[src/rtl/x_delay_line_pkg.sv]
// Shared constants and types for the delay line and its readout controller.
package x_delay_line_pkg;

    // Number of delay line cells, and so serial bits per measurement.
    localparam int unsigned p_dl_length = 128;

    // Result width: must hold the all-ones count p_dl_length without wrapping.
    localparam int unsigned p_cnt_w = $clog2(p_dl_length + 1);

    // Readout controller states.
    typedef enum logic [1:0] {
        IDLE,
        CAPTURE,
        SHIFT,
        DONE
    } state_t;

endpackage

[src/rtl/x_delay_line_ctrl.sv]
// Readout controller for x_delay_line: strobes a capture, shifts the
// thermometer code out serially, accumulates the ones count and a bubble
// flag, and offers the result on a valid/ready handshake.
module x_delay_line_ctrl
    import x_delay_line_pkg::*;
#(
    parameter int unsigned p_dl_length = x_delay_line_pkg::p_dl_length,
    parameter int unsigned p_cnt_w     = $clog2(p_dl_length + 1)
) (
    input  logic               i_clk,
    input  logic               i_nrst,
    input  logic               i_start,
    output logic               o_busy,
    output logic               o_dl_en,
    output logic               o_shift_en,
    input  logic               i_shift,
    output logic [p_cnt_w-1:0] o_count,
    output logic               o_bubble,
    output logic               o_valid,
    input  logic               i_ready
);

    // Bit counter spans 0..p_dl_length-1.
    localparam int unsigned lp_bit_w = (p_dl_length > 1) ? $clog2(p_dl_length) : 1;
    localparam logic [lp_bit_w-1:0] lp_last_bit = lp_bit_w'(p_dl_length - 1);
    localparam logic [1:0] lp_trans_sat = 2'd2;

    state_t                r_state;
    logic [lp_bit_w-1:0]   r_bit_cnt;
    logic [p_cnt_w-1:0]    r_count;
    logic [1:0]            r_trans;
    logic                  r_prev;
    logic                  r_busy;
    logic                  r_dl_en;
    logic                  r_shift_en;
    logic                  r_valid;

    logic                  w_first_bit;
    logic                  w_edge_seen;

    // Transition detection only applies from the second sample onward.
    always_comb begin
        w_first_bit = (r_bit_cnt == '0);
        w_edge_seen = !w_first_bit && (i_shift != r_prev);
    end

    // Measurement FSM with its counters and registered strobe/handshake outputs.
    always_ff @(posedge i_clk or negedge i_nrst) begin
        if (!i_nrst) begin
            r_state    <= IDLE;
            r_bit_cnt  <= '0;
            r_count    <= '0;
            r_trans    <= '0;
            r_prev     <= 1'b0;
            r_busy     <= 1'b0;
            r_dl_en    <= 1'b0;
            r_shift_en <= 1'b0;
            r_valid    <= 1'b0;
        end else begin
            unique case (r_state)
                IDLE: begin
                    if (i_start) begin
                        r_state   <= CAPTURE;
                        r_busy    <= 1'b1;
                        r_dl_en   <= 1'b1;
                        r_count   <= '0;
                        r_trans   <= '0;
                        r_bit_cnt <= '0;
                        r_prev    <= 1'b0;
                    end
                end
                CAPTURE: begin
                    // Cells latch at the end of this cycle; shifting starts next.
                    r_state    <= SHIFT;
                    r_dl_en    <= 1'b0;
                    r_shift_en <= 1'b1;
                end
                SHIFT: begin
                    r_count <= r_count + p_cnt_w'(i_shift);
                    r_prev  <= i_shift;
                    if (w_edge_seen && (r_trans != lp_trans_sat)) begin
                        r_trans <= r_trans + 2'd1;
                    end
                    // Stop after exactly p_dl_length samples; shifted-in zeros are never seen.
                    if (r_bit_cnt == lp_last_bit) begin
                        r_state    <= DONE;
                        r_shift_en <= 1'b0;
                        r_valid    <= 1'b1;
                    end else begin
                        r_bit_cnt <= r_bit_cnt + lp_bit_w'(1);
                    end
                end
                DONE: begin
                    if (i_ready) begin
                        r_state <= IDLE;
                        r_valid <= 1'b0;
                        r_busy  <= 1'b0;
                    end
                end
                default: begin
                    r_state    <= IDLE;
                    r_busy     <= 1'b0;
                    r_dl_en    <= 1'b0;
                    r_shift_en <= 1'b0;
                    r_valid    <= 1'b0;
                end
            endcase
        end
    end

    // Outputs come straight from registers; no input reaches an output combinationally.
    always_comb begin
        o_busy     = r_busy;
        o_dl_en    = r_dl_en;
        o_shift_en = r_shift_en;
        o_valid    = r_valid;
        o_count    = r_count;
        o_bubble   = (r_trans >= lp_trans_sat);
    end

endmodule

[config.mk]
export PLATFORM = sky130hd
export DESIGN_NAME = x_delay_line_ctrl
export DESIGN_NICKNAME = d
export VERILOG_FILES = /design/src/rtl/x_delay_line_pkg.sv /design/src/rtl/x_delay_line_ctrl.sv
export SDC_FILE = /design/constraint.sdc
export NUM_CORES = 1
export LEC_CHECK = 0
export ABC_AREA = 0
export CAP_MARGIN = 20
export CELL_PAD_IN_SITES_DETAIL_PLACEMENT = 0
export CELL_PAD_IN_SITES_GLOBAL_PLACEMENT = 1
export CORE_MARGIN = 5
export CORE_UTILIZATION = 43
export CTS_BUF_LIST = sky130_fd_sc_hd__clkbuf_4 sky130_fd_sc_hd__clkbuf_8
export DETAILED_ROUTE_END_ITERATION = 16
export MAX_ROUTING_LAYER = met4
export PLACE_DENSITY = 0.92
export SLEW_MARGIN = 20
export SYNTH_ARGS = -nofsm -noshare
export SYNTH_HDL_FRONTEND = slang
export SYNTH_SLANG_ARGS = --single-unit
[constraint.sdc]
create_clock -name i_clk -period 2.32 [get_ports i_clk]
set_input_delay 0.232 -clock i_clk [delete_from_list [all_inputs] [get_ports i_clk]]
set_output_delay 0.232 -clock i_clk [all_outputs]
set_load 0.1 [all_outputs]
==> results of run 1 <==
[logic make-up after synthesis]
group | synth area share
buffers and inverters | 0.0403
and+or+nand+nor | 0.191
adders and majority gates | 0.0937
muxes | 0.0347
AOI/OAI and AO/OA | 0.144
DFF | 0.450
xor gates and xnor gates | 0.0459
[metrics by stage]
| step | cells | cell area, um^2 | util | setup slack [ps] | hold slack [ps] |
|---|---|---|---|---|---|
| floorplan | 135 | 1340 | - | 292 | -63.6 |
| global placement | 196 | 1530 | 0.507 | 316 | 494 |
| detailed placement | 196 | 1530 | 0.507 | 262 | 514 |
| CTS | 200 | 1590 | 0.524 | 301 | 254 |
| global route | 200 | 1590 | 0.524 | 129 | 272 |
| finish | 200 | 1590 | 0.524 | 309 | 247 |
[worst paths after layout]
path                                             to  slack (ps)              startpoint
setup / recovery           r_bit_cnt[5]$_DFFE_PN0P_         310  r_state[0]$_DFFE_PN0P_
setup reg to reg           r_bit_cnt[5]$_DFFE_PN0P_         310  r_state[0]$_DFFE_PN0P_
min in group i_clk              o_dl_en$_DFFE_PN0P_         550     o_dl_en$_DFFE_PN0P_
hold reg to reg                 o_dl_en$_DFFE_PN0P_         550     o_dl_en$_DFFE_PN0P_
hold / removal                  o_dl_en$_DFFE_PN0P_         250                  i_nrst
max in group asynchronous    o_count[4]$_DFFE_PN0P_        1840                  i_nrst
[cell usage after synthesis (2+ instances only)]
library cell / count
o311ai_0: 2
xor2_1: 4
mux2_2: 2
a311o_1: 2
nor4_1: 3
nor2_1: 11
dfrtp_1: 24
a32o_1: 3
nand3_1: 7
and3_1: 4
nand4_1: 4
or3_1: 3
xnor2_1: 3
nand2_1: 11
o31ai_1: 2
a21oi_1: 8
inv_1: 8
o21ai_0: 7
clkbuf_1: 2
ha_1: 10
[registers in the layout, indices dropped and copies added (netlist names)]
register,count
o_busy,1
o_count,8
o_dl_en,1
o_shift_en,1
o_valid,1
r_bit_cnt,7
r_prev,1
r_state,2
r_trans,2
[layout make-up]
class	count	area share
inverter	8	0.0189
tap	44	0.0347
sequential	24	0.379
timing repair buffer	21	0.106
clock inverter	1	0.0189
clock buffer	3	0.0142
multi-input combinational	99	0.429
[power breakdown]
group	internal (mW)	leakage (nW)	switching [mW]
clock	0.175	0.0279	0.132
sequential	0.541	0.308	0.128
combinational	0.389	0.402	0.854
total	1.10	0.738	1.11
[metal layers]
metal  wire (um)  GRT usage  vias up
met5           0          -        -
met4          33     0.0699        0
met3          89     0.0256        4
met2        1490      0.257       16
met1        1370      0.205      523
li1            -          -      535
==> impl_metrics.csv, run 1 <==
group,metric,value,unit
run_status,status,"finished clean",
clock_network,clk_latency,310,ps
flow_run,maxCapViolCount,0,
clock_network,cts_buffer_depth,2,
clock_network,cts_resized,0,
sta,rsz0062_at_grt,"no",
setup_path,cp_cell_sequence,"inv_1 -> ha_1 -> mux2i_2 -> a41o_1 -> or4_1 -> a21oi_1",
synth,syn_area,1340,um^2
sta,fmax,0.497,GHz
placement,portBuffers,17,
sta,fin_setup_tns,0,ps
floorplan,ios,18,
setup_path,cp_slowest_cell,"dfrtp_1",
placement,dp_hpwl,2.24,mm
pwr,ir_drop,0.748,mV
final_layout,fill_cells,285,
global_route,grt_pass1_wl,5.28,mm
synth,synth_top_flop_cell,"dfrtp_1",
synth,async_flop_share,1.00,
synth,synth_area_leaders,"dfrtp_1 45%, ha_1 9.4%, nand2_1 3.1%, nor2_1 3.1%, a21oi_1 3.0%",
setup_path,cp-start-kind,"flop",
routing,antenna_left,0,
setup_path,path_buf_inv,1,
final_layout,insertedDiodeCount,0,
synth,synth.largest_area_cell,"dfrtp_1",
sta,slew_headroom,0.739,
synth,synth_edf_count,0,
pwr,powerDensity,1400,nW/um^2
global_route,grt_pass1_vias,1101,
global_route,grt_overflow,0,
clock_network,tritoncts.num_buffers,3,
routing,wl_per_cell,14.9,um
synth,synth_seq_cells,24,
synth,synth_fp_nets,150,
synth,postSynthCellCount,135,
global_route,antenna_found_initial,0,
setup_path,crit_fanout,11,
setup_path,slowest_delay,440,ps
setup_path,required,2570,ps
routing,dr.pass1.iters,4,
worst_hold_path,hp-class,"in2async",
final_layout,multi_input_comb_area,681,um^2
floorplan,die_area,4320,um^2
synth,avgSynthCellArea,9.89,um^2
setup_path,arrival,2260,ps
final_layout,nets,172,
final_layout,final_common_cell,"dfrtp_1",
synth,yosysUniqueCellTypes,35,
routing,drt_iter0_drc,53,
sta,hold_viol_final,0,
floorplan,start_util,0.441,
final_layout,drive_above_1_share,0.160,
sta,layout_min_cycle_time,2010,ps
routing,drc_errors,0,
pwr,leakage,0.738,nW
floorplan,die_h,65.7,um
setup_path,reg2reg_depth,6,
setup_path,path_class,"reg2reg",
global_route,grt_use_total,0.162,
floorplan,coreArea,3030,um^2
routing,wl,2.98,mm
setup_path,cp_top_family,"flip-flops",
clock_network,htree_num_levels,1,
placement,place_congestion,0.883,
sta,fin_skew,2.88,ps
synth,ys_seq_area_frac,0.450,
sta,max_slew.worst_pin.slew,391,ps
clock_network,cts_hold_buf,0,
synth,yosys_warnings,0,
clock_network,cts-root-buf,"clkbuf_4",
clock_network,post_cts_buffers,0,
floorplan,dieWidth,65.7,um
clock_network,cts_tree,"yes",
synth,synth_top_area_frac,0.450,
routing,viasPerCell,5.39,
sta,slew_viol_final,0,
pwr,finalPower,2.22,mW
routing,vias,1078,
sta,fin_crit_sh,0.867,
clock_network,clock-sinks,24,
setup_path,cp-end-kind,"flop",
setup_path,crit_cells,6,
floorplan,placementRows,20,
sta,finalSetupViolCount,0,
global_route,grt_max_degree,25,
final_layout,layout_common_cells,"24 x dfrtp_1, 17 x buf_4, 11 x nand2_1, 11 x nor2_1, 10 x ha_1",
final_layout,register_area,601,um^2
clock_network,path_clk_slew,140,ps
final_layout,area_delta_synth_final,18.8,%
Note: power is estimated with default switching activity, not from simulation.
==> run 2, diff against run 1 <==
- RECOVER_POWER: unset -> 50
==> run 2 against run 1 <==
Net effect: worst hold slack better by 300 ps; largest power group unchanged; via count is 0.37% higher; core utilization is 0.87 points lower; critical path depth stayed put; routed wire length is 0.10% lower; sequential cell count stayed put; cell count stayed put; global-route usage stayed put; sequential share of layout area is 0.64 points higher; clock power hardly changed; register-to-register slack hardly changed; highest routed layer unchanged; clock-buffer cell count stayed put.
==> impl_metrics.csv, run 2 (synthesis results as in run 1) <==
group,metric,value,unit
run_status,status,"finished clean",
clock_network,clk_latency,310,ps
clock_network,cts-root-buf,"clkbuf_4",
floorplan,die_area,4320,um^2
clock_network,cts_tree,"yes",
placement,portBuffers,17,
clock_network,htree_num_levels,1,
sta,hold_viol_final,0,
floorplan,start_util,0.441,
setup_path,path_class,"reg2reg",
global_route,grt_use_total,0.162,
clock_network,post_cts_buffers,0,
setup_path,cp_top_family,"flip-flops",
routing,wl_per_cell,14.9,um
sta,layout_min_cycle_time,2010,ps
final_layout,largest_reg_flops,8,
final_layout,drive_above_1_share,0.115,
clock_network,tritoncts.num_buffers,3,
pwr,ir_drop,0.729,mV
setup_path,cp-end-kind,"flop",
routing,dr.pass1.iters,4,
global_route,grt_pass1_vias,1101,
setup_path,r2r_start,"r_state[0]$_DFFE_PN0P_",
global_route,grt_pass1_wl,5.28,mm
sta,fin_skew,3.01,ps
pwr,switching_share,0.509,
sta,finalSetupViolCount,0,
routing,drc_errors,0,
setup_path,reg2reg_depth,6,
sta,rsz0062_at_grt,"no",
clock_network,clock-sinks,24,
setup_path,r2r_slack,310,ps
clock_network,path_clk_slew,140,ps
floorplan,dieWidth,65.7,um
global_route,grt_overflow,0,
floorplan,coreArea,3030,um^2
floorplan,placementRows,20,
final_layout,area_delta_synth_final,16.9,%
clock_network,cts_resized,0,
worst_hold_path,hold_depth,2,
final_layout,register_area,601,um^2
pwr,pwr-share-clk,0.140,
global_route,use_met1,0.205,
pwr,seqPwrFrac,0.305,
global_route,gr-usage-met2,0.257,
setup_path,r2r_end,"r_bit_cnt[5]$_DFFE_PN0P_",
floorplan,die_h,65.7,um
routing,drt_iter0_drc,54,
placement,dp_hpwl,2.24,mm
pwr,leakage,0.713,nW
final_layout,multi_input_comb_area,681,um^2
final_layout,final_common_cell,"dfrtp_1",
worst_hold_path,whs_endpoint,"o_dl_en$_DFFE_PN0P_",
routing,viasPerCell,5.41,
final_layout,nets,172,
global_route,grt_max_degree,25,
setup_path,path_buf_inv,1,
floorplan,ios,18,
flow_run,maxCapViolCount,0,
setup_path,arrival,2260,ps
pwr,switchingPower,1.11,mW
setup_path,slowest_delay,440,ps
pwr,p_int,1.08,mW
placement,dp.cells,196,
final_layout,insertedDiodeCount,0,
pwr,powerDensity,1400,nW/um^2
sta,fin_crit_sh,0.867,
sta,fmax,0.497,GHz
setup_path,cp_slowest_cell,"dfrtp_1",
setup_path,required,2570,ps
final_layout,layout_common_cells,"24 x dfrtp_1, 11 x nand2_1, 11 x nor2_1",
final_layout,fill_cells,289,
routing,vias,1082,
routing,antenna_left,0,
worst_hold_path,hp-class,"reg2reg",
routing,wl,2.98,mm
setup_path,crit_fanout,11,
sta,fin_setup_tns,0,ps
global_route,grt-busiest-layer,"met2",
placement,place_congestion,0.883,
final_layout,instances_no_fill,200,
global_route,gr-usage-met3,0.0256,
sta,slew_viol_final,0,
pwr,pwr-share-comb,0.555,
clock_network,cts_buffer_depth,2,
global_route,antenna_found_initial,0,
sta,max_slew.worst_pin.slew,1260,ps
worst_hold_path,hold_start,"o_dl_en$_DFFE_PN0P_",
sta,slew_headroom,0.162,
setup_path,cp_cell_sequence,"inv_1 -> ha_1 -> mux2i_2 -> a41o_1 -> or4_1 -> a21oi_1",
setup_path,cp-start-kind,"flop",
clock_network,cts_hold_buf,0,
## run 2: cell count changes in the layout (fill, tap and decap cells not counted)
cell / previous run / this run
clkdlybuf4s50_1: 4 / 3
clkbuf_1: 0 / 7
buf_4: 17 / 10
dlygate4sd3_1: 0 / 1
## run 2: worst reg2reg max path, cell delays in order (launching register included)
cell and delay (ps):
dfrtp_1 440, inv_1 120, ha_1 390, mux2i_2 170
a41o_1 260, or4_1 400, a21oi_1 150
## run 2: power groups by stage
stage                     Clock [mW]  Combinational [mW]  Sequential (mW)
after floorplan                    0               0.620            0.998
after global placement             0                1.20            0.664
after detailed placement           0                1.25            0.676
after CTS                      0.315                1.26            0.667
after global routing           0.331                1.33            0.687
final                          0.307                1.21            0.668
## run 2: final cells by class
class / instances / area share
clock buffers: 3 / 0.0144
clock inverters: 1 / 0.0192
inverters: 8 / 0.0192
multi-input cells: 99 / 0.436
flip-flops and latches: 24 / 0.385
well taps: 44 / 0.0353
repair buffers: 21 / 0.0906
## run 2: how the worst max path moves through the flow
stage | start | endpoint | slack (ps) | depth (start not counted)
floorplan | o_count[0]$_DFFE_PN0P_ | o_count[7]$_DFFE_PN0P_ | 290 | 5
global placement | i_start | r_state[1]$_DFFE_PN0P_ | 320 | 5
detailed placement | i_start | r_state[1]$_DFFE_PN0P_ | 260 | 5
CTS | r_state[0]$_DFFE_PN0P_ | r_bit_cnt[5]$_DFFE_PN0P_ | 300 | 6
global route | r_state[0]$_DFFE_PN0P_ | r_bit_cnt[5]$_DFFE_PN0P_ | 130 | 6
finish | r_state[0]$_DFFE_PN0P_ | r_bit_cnt[5]$_DFFE_PN0P_ | 310 | 6
## run 2: metrics by stage
stage | hold WS, ps | total power, mW | instance area [um^2] | setup WS (ps) | util
after floorplan | -63.6 | 1.62 | 1340 | 292 | -
after global placement | 494 | 1.87 | 1530 | 316 | 0.507
after detailed placement | 514 | 1.93 | 1530 | 262 | 0.507
after CTS | 254 | 2.24 | 1590 | 301 | 0.524
after global routing | 595 | 2.34 | 1560 | 129 | 0.515
final | 545 | 2.19 | 1560 | 309 | 0.515
## run 2: layer usage
layer | up-vias | share of wire
li1 | 535 | -
met1 | 527 | 0.46
met2 | 16 | 0.50
met3 | 4 | 0.028
met4 | 0 | 0.011
met5 | - | 0
==> run 3, diff against run 2 <==
--- a/config.mk
+++ b/config.mk
@@ -11,9 +11,9 @@
 export CELL_PAD_IN_SITES_GLOBAL_PLACEMENT = 1
 export CORE_MARGIN = 5
-export CORE_UTILIZATION = 43
+export CORE_UTILIZATION = 39
 export CTS_BUF_LIST = sky130_fd_sc_hd__clkbuf_4 sky130_fd_sc_hd__clkbuf_8
 export DETAILED_ROUTE_END_ITERATION = 16
 export MAX_ROUTING_LAYER = met4
-export PLACE_DENSITY = 0.92
+export PLACE_DENSITY = 0.89
 export RECOVER_POWER = 50
 export SLEW_MARGIN = 20
==> constraint.sdc (replaced) <==
create_clock -name i_clk -period 1.7 [get_ports i_clk]
set_input_delay 0.51 -clock i_clk [delete_from_list [all_inputs] [get_ports i_clk]]
set_output_delay 0.51 -clock i_clk [all_outputs]
set_load 0.1 [all_outputs]
==> run 3 against run 2 <==
Net effect: the flow now finishes with violations (setup timing); routed wire length increased by 20%; worst hold slack got worse by 8.3 ps; sequential cell count unchanged; total power up 73%; non-clock buffer count increased by 26; die area up 8.7%; first-iteration DRC count unchanged; global-route usage up 0.86 points; clock skew about the same.
==> impl_metrics.csv, run 3 (synthesis results as in run 1) <==
group,metric,value,unit
worst_hold_path,whs_endpoint,"o_count[0]$_DFFE_PN0P_",
final_layout,final_common_cell,"buf_4",
routing,vias,1212,
final_layout,insertedDiodeCount,0,
floorplan,dieWidth,68.5,um
setup_path,crit_fanout,3,
sta,layout_min_cycle_time,1850,ps
setup_path,r2r_end,"r_bit_cnt[5]$_DFFE_PN0P_",
clock_network,clock-sinks,24,
pwr,finalPower,3.78,mW
sta,fin_setup_tns,-226,ps
routing,wl_per_cell,15.7,um
routing,dr.pass1.iters,4,
flow_run,maxCapViolCount,0,
final_layout,drive_above_1_share,0.418,
floorplan,coreArea,3340,um^2
clock_network,clk_latency,320,ps
sta,slew_viol_final,0,
floorplan,ios,18,
setup_path,arrival,1340,ps
pwr,p_int,1.99,mW
placement,post-place-ws,-456,ps
routing,antenna_left,0,
setup_path,slowest_delay,430,ps
pwr,leakage,0.930,nW
routing,viasPerCell,5.32,
global_route,grt_overflow,0,
floorplan,die_h,68.5,um
setup_path,cp-start-kind,"flop",
placement,dp_hpwl,2.64,mm
routing,drt_iter0_drc,54,
placement,place_congestion,0.891,
pwr,ir_drop,1.64,mV
floorplan,placementRows,21,
global_route,grt_max_degree,25,
pwr,switching_share,0.473,
sta,finalSetupViolCount,3,
final_layout,nets,198,
pwr,pwr-share-comb,0.672,
placement,portBuffers,17,
setup_path,cp_top_family,"flip-flops",
clock_network,tritoncts.num_buffers,3,
setup_path,cp-end-kind,"primary output",
final_layout,final_cell_area,2060,um^2
sta,fin_crit_sh,1.09,
final_layout,fill_cells,286,
setup_path,path_class,"reg2out",
setup_path,reg2reg_depth,6,
pwr,pwr-share-clk,0.074,
sta,postLayoutSetupSlackWorst,-150,ps
pwr,powerDensity,1840,nW/um^2
clock_network,htree_num_levels,1,
setup_path,path_buf_inv,2,
global_route,grt_pass1_vias,1245,
sta,max_slew.worst_pin.slew,601,ps
sta,fmax,0.541,GHz
pwr,seqPwrFrac,0.253,
worst_hold_path,hold_depth,1,
setup_path,r2r_slack,-70,ps
clock_network,path_clk_slew,130,ps
final_layout,layout_common_cells,"25 x buf_4, 16 x dfrtp_1, 13 x buf_12",
routing,drc_errors,0,
run_status,status,"finished with violations",
pwr,switchingPower,1.79,mW
floorplan,die_area,4690,um^2
sta,slew_headroom,0.599,
setup_path,required,1190,ps
clock_network,cts_buffer_depth,2,
run_status,violations,"setup timing",
setup_path,cp_cell_sequence,"buf_4 -> or2_4 -> buf_12",
sta,rsz0062_at_grt,"yes",
global_route,grt_use_total,0.171,
clock_network,cts_tree,"yes",
clock_network,cts-root-buf,"clkbuf_4",
worst_hold_path,hp-class,"reg2reg",
global_route,antenna_found_initial,0,
setup_path,r2r_start,"r_state[1]$_DFFE_PN0P_",
final_layout,final_util,0.616,
worst_hold_path,hold_start,"o_count[0]$_DFFE_PN0P_",
placement,placed_cell_area,1880,um^2
final_layout,largest_reg_flops,8,
global_route,grt_pass1_wl,5.87,mm
final_layout,area_delta_synth_final,54.0,%
routing,wl,3.58,mm
floorplan,start_util,0.400,
setup_path,cp_slowest_cell,"dfrtp_1",
sta,hold_viol_final,0,
sta,fin_skew,3.07,ps
==> run 3: power groups by stage <==
stage               Clock, mW  Combinational, mW  Sequential (mW)
finish                  0.282               2.54            0.959
global route            0.305               2.71            0.987
CTS                     0.283               2.41            0.954
detailed placement          0               2.27            0.964
global placement            0               2.19            0.946
floorplan                   0              0.891             1.37
==> run 3: how the worst max path moves through the flow <==
stage | startpoint | to | slack (ps) | cells past startpoint
after floorplan | r_state[0]$_DFFE_PN0P_ | r_bit_cnt[5]$_DFFE_PN0P_ | -40 | 7
after global placement | i_shift | r_trans[1]$_DFFE_PN0P_ | -420 | 5
after detailed placement | i_shift | r_trans[1]$_DFFE_PN0P_ | -460 | 5
after CTS | r_trans[1]$_DFFE_PN0P_ | o_bubble | -130 | 3
after global routing | r_trans[0]$_DFFE_PN0P_ | o_bubble | -180 | 4
final | r_trans[1]$_DFFE_PN0P_ | o_bubble | -150 | 3
==> run 3: worst register-to-register path: stages, from the launching register on <==
cell	delay, ps
dfrtp_1	450
inv_2	90
ha_4	190
mux2i_4	190
a41o_1	250
or4_1	410
a21oi_1	140
==> run 3: metrics by stage <==
step                hold WS, ps  std cells
detailed placement          531        217
finish                      537        228
global placement            497        217
CTS                         539        227
global route                565        228
floorplan                   214        135
==> run 3: routing by layer <==
layer	wire length [um]	share of wire	track usage	up-vias
li1	-	-	-	587
met1	1490	0.42	0.205	593
met2	1930	0.54	0.299	28
met3	117	0.033	0.0308	4
met4	39	0.011	0.0347	0
met5	0	0	-	-
==> run 3: final cells by class <==
| cell class | instances | area (um^2) | area share |
|---|---|---|---|
| Sequential cell | 24 | 611 | 0.297 |
| Tap cell | 46 | 57.6 | 0.0280 |
| Multi-Input combinational cell | 99 | 802 | 0.390 |
| Clock buffer | 4 | 30.0 | 0.0146 |
| Inverter | 8 | 33.8 | 0.0164 |
| Timing Repair Buffer | 47 | 522 | 0.254 |
==> run 3: what timing repair did <==
item | CTS | global route
endpoints found under the hold margin | 0 | 0
gates resized for setup | 8 | 21
pin swaps | 4 | 7
hold buffers | 0 | 0
setup buffers | 6 | 1
setup endpoints to repair | 7 | 14
gates cloned | 0 | 0
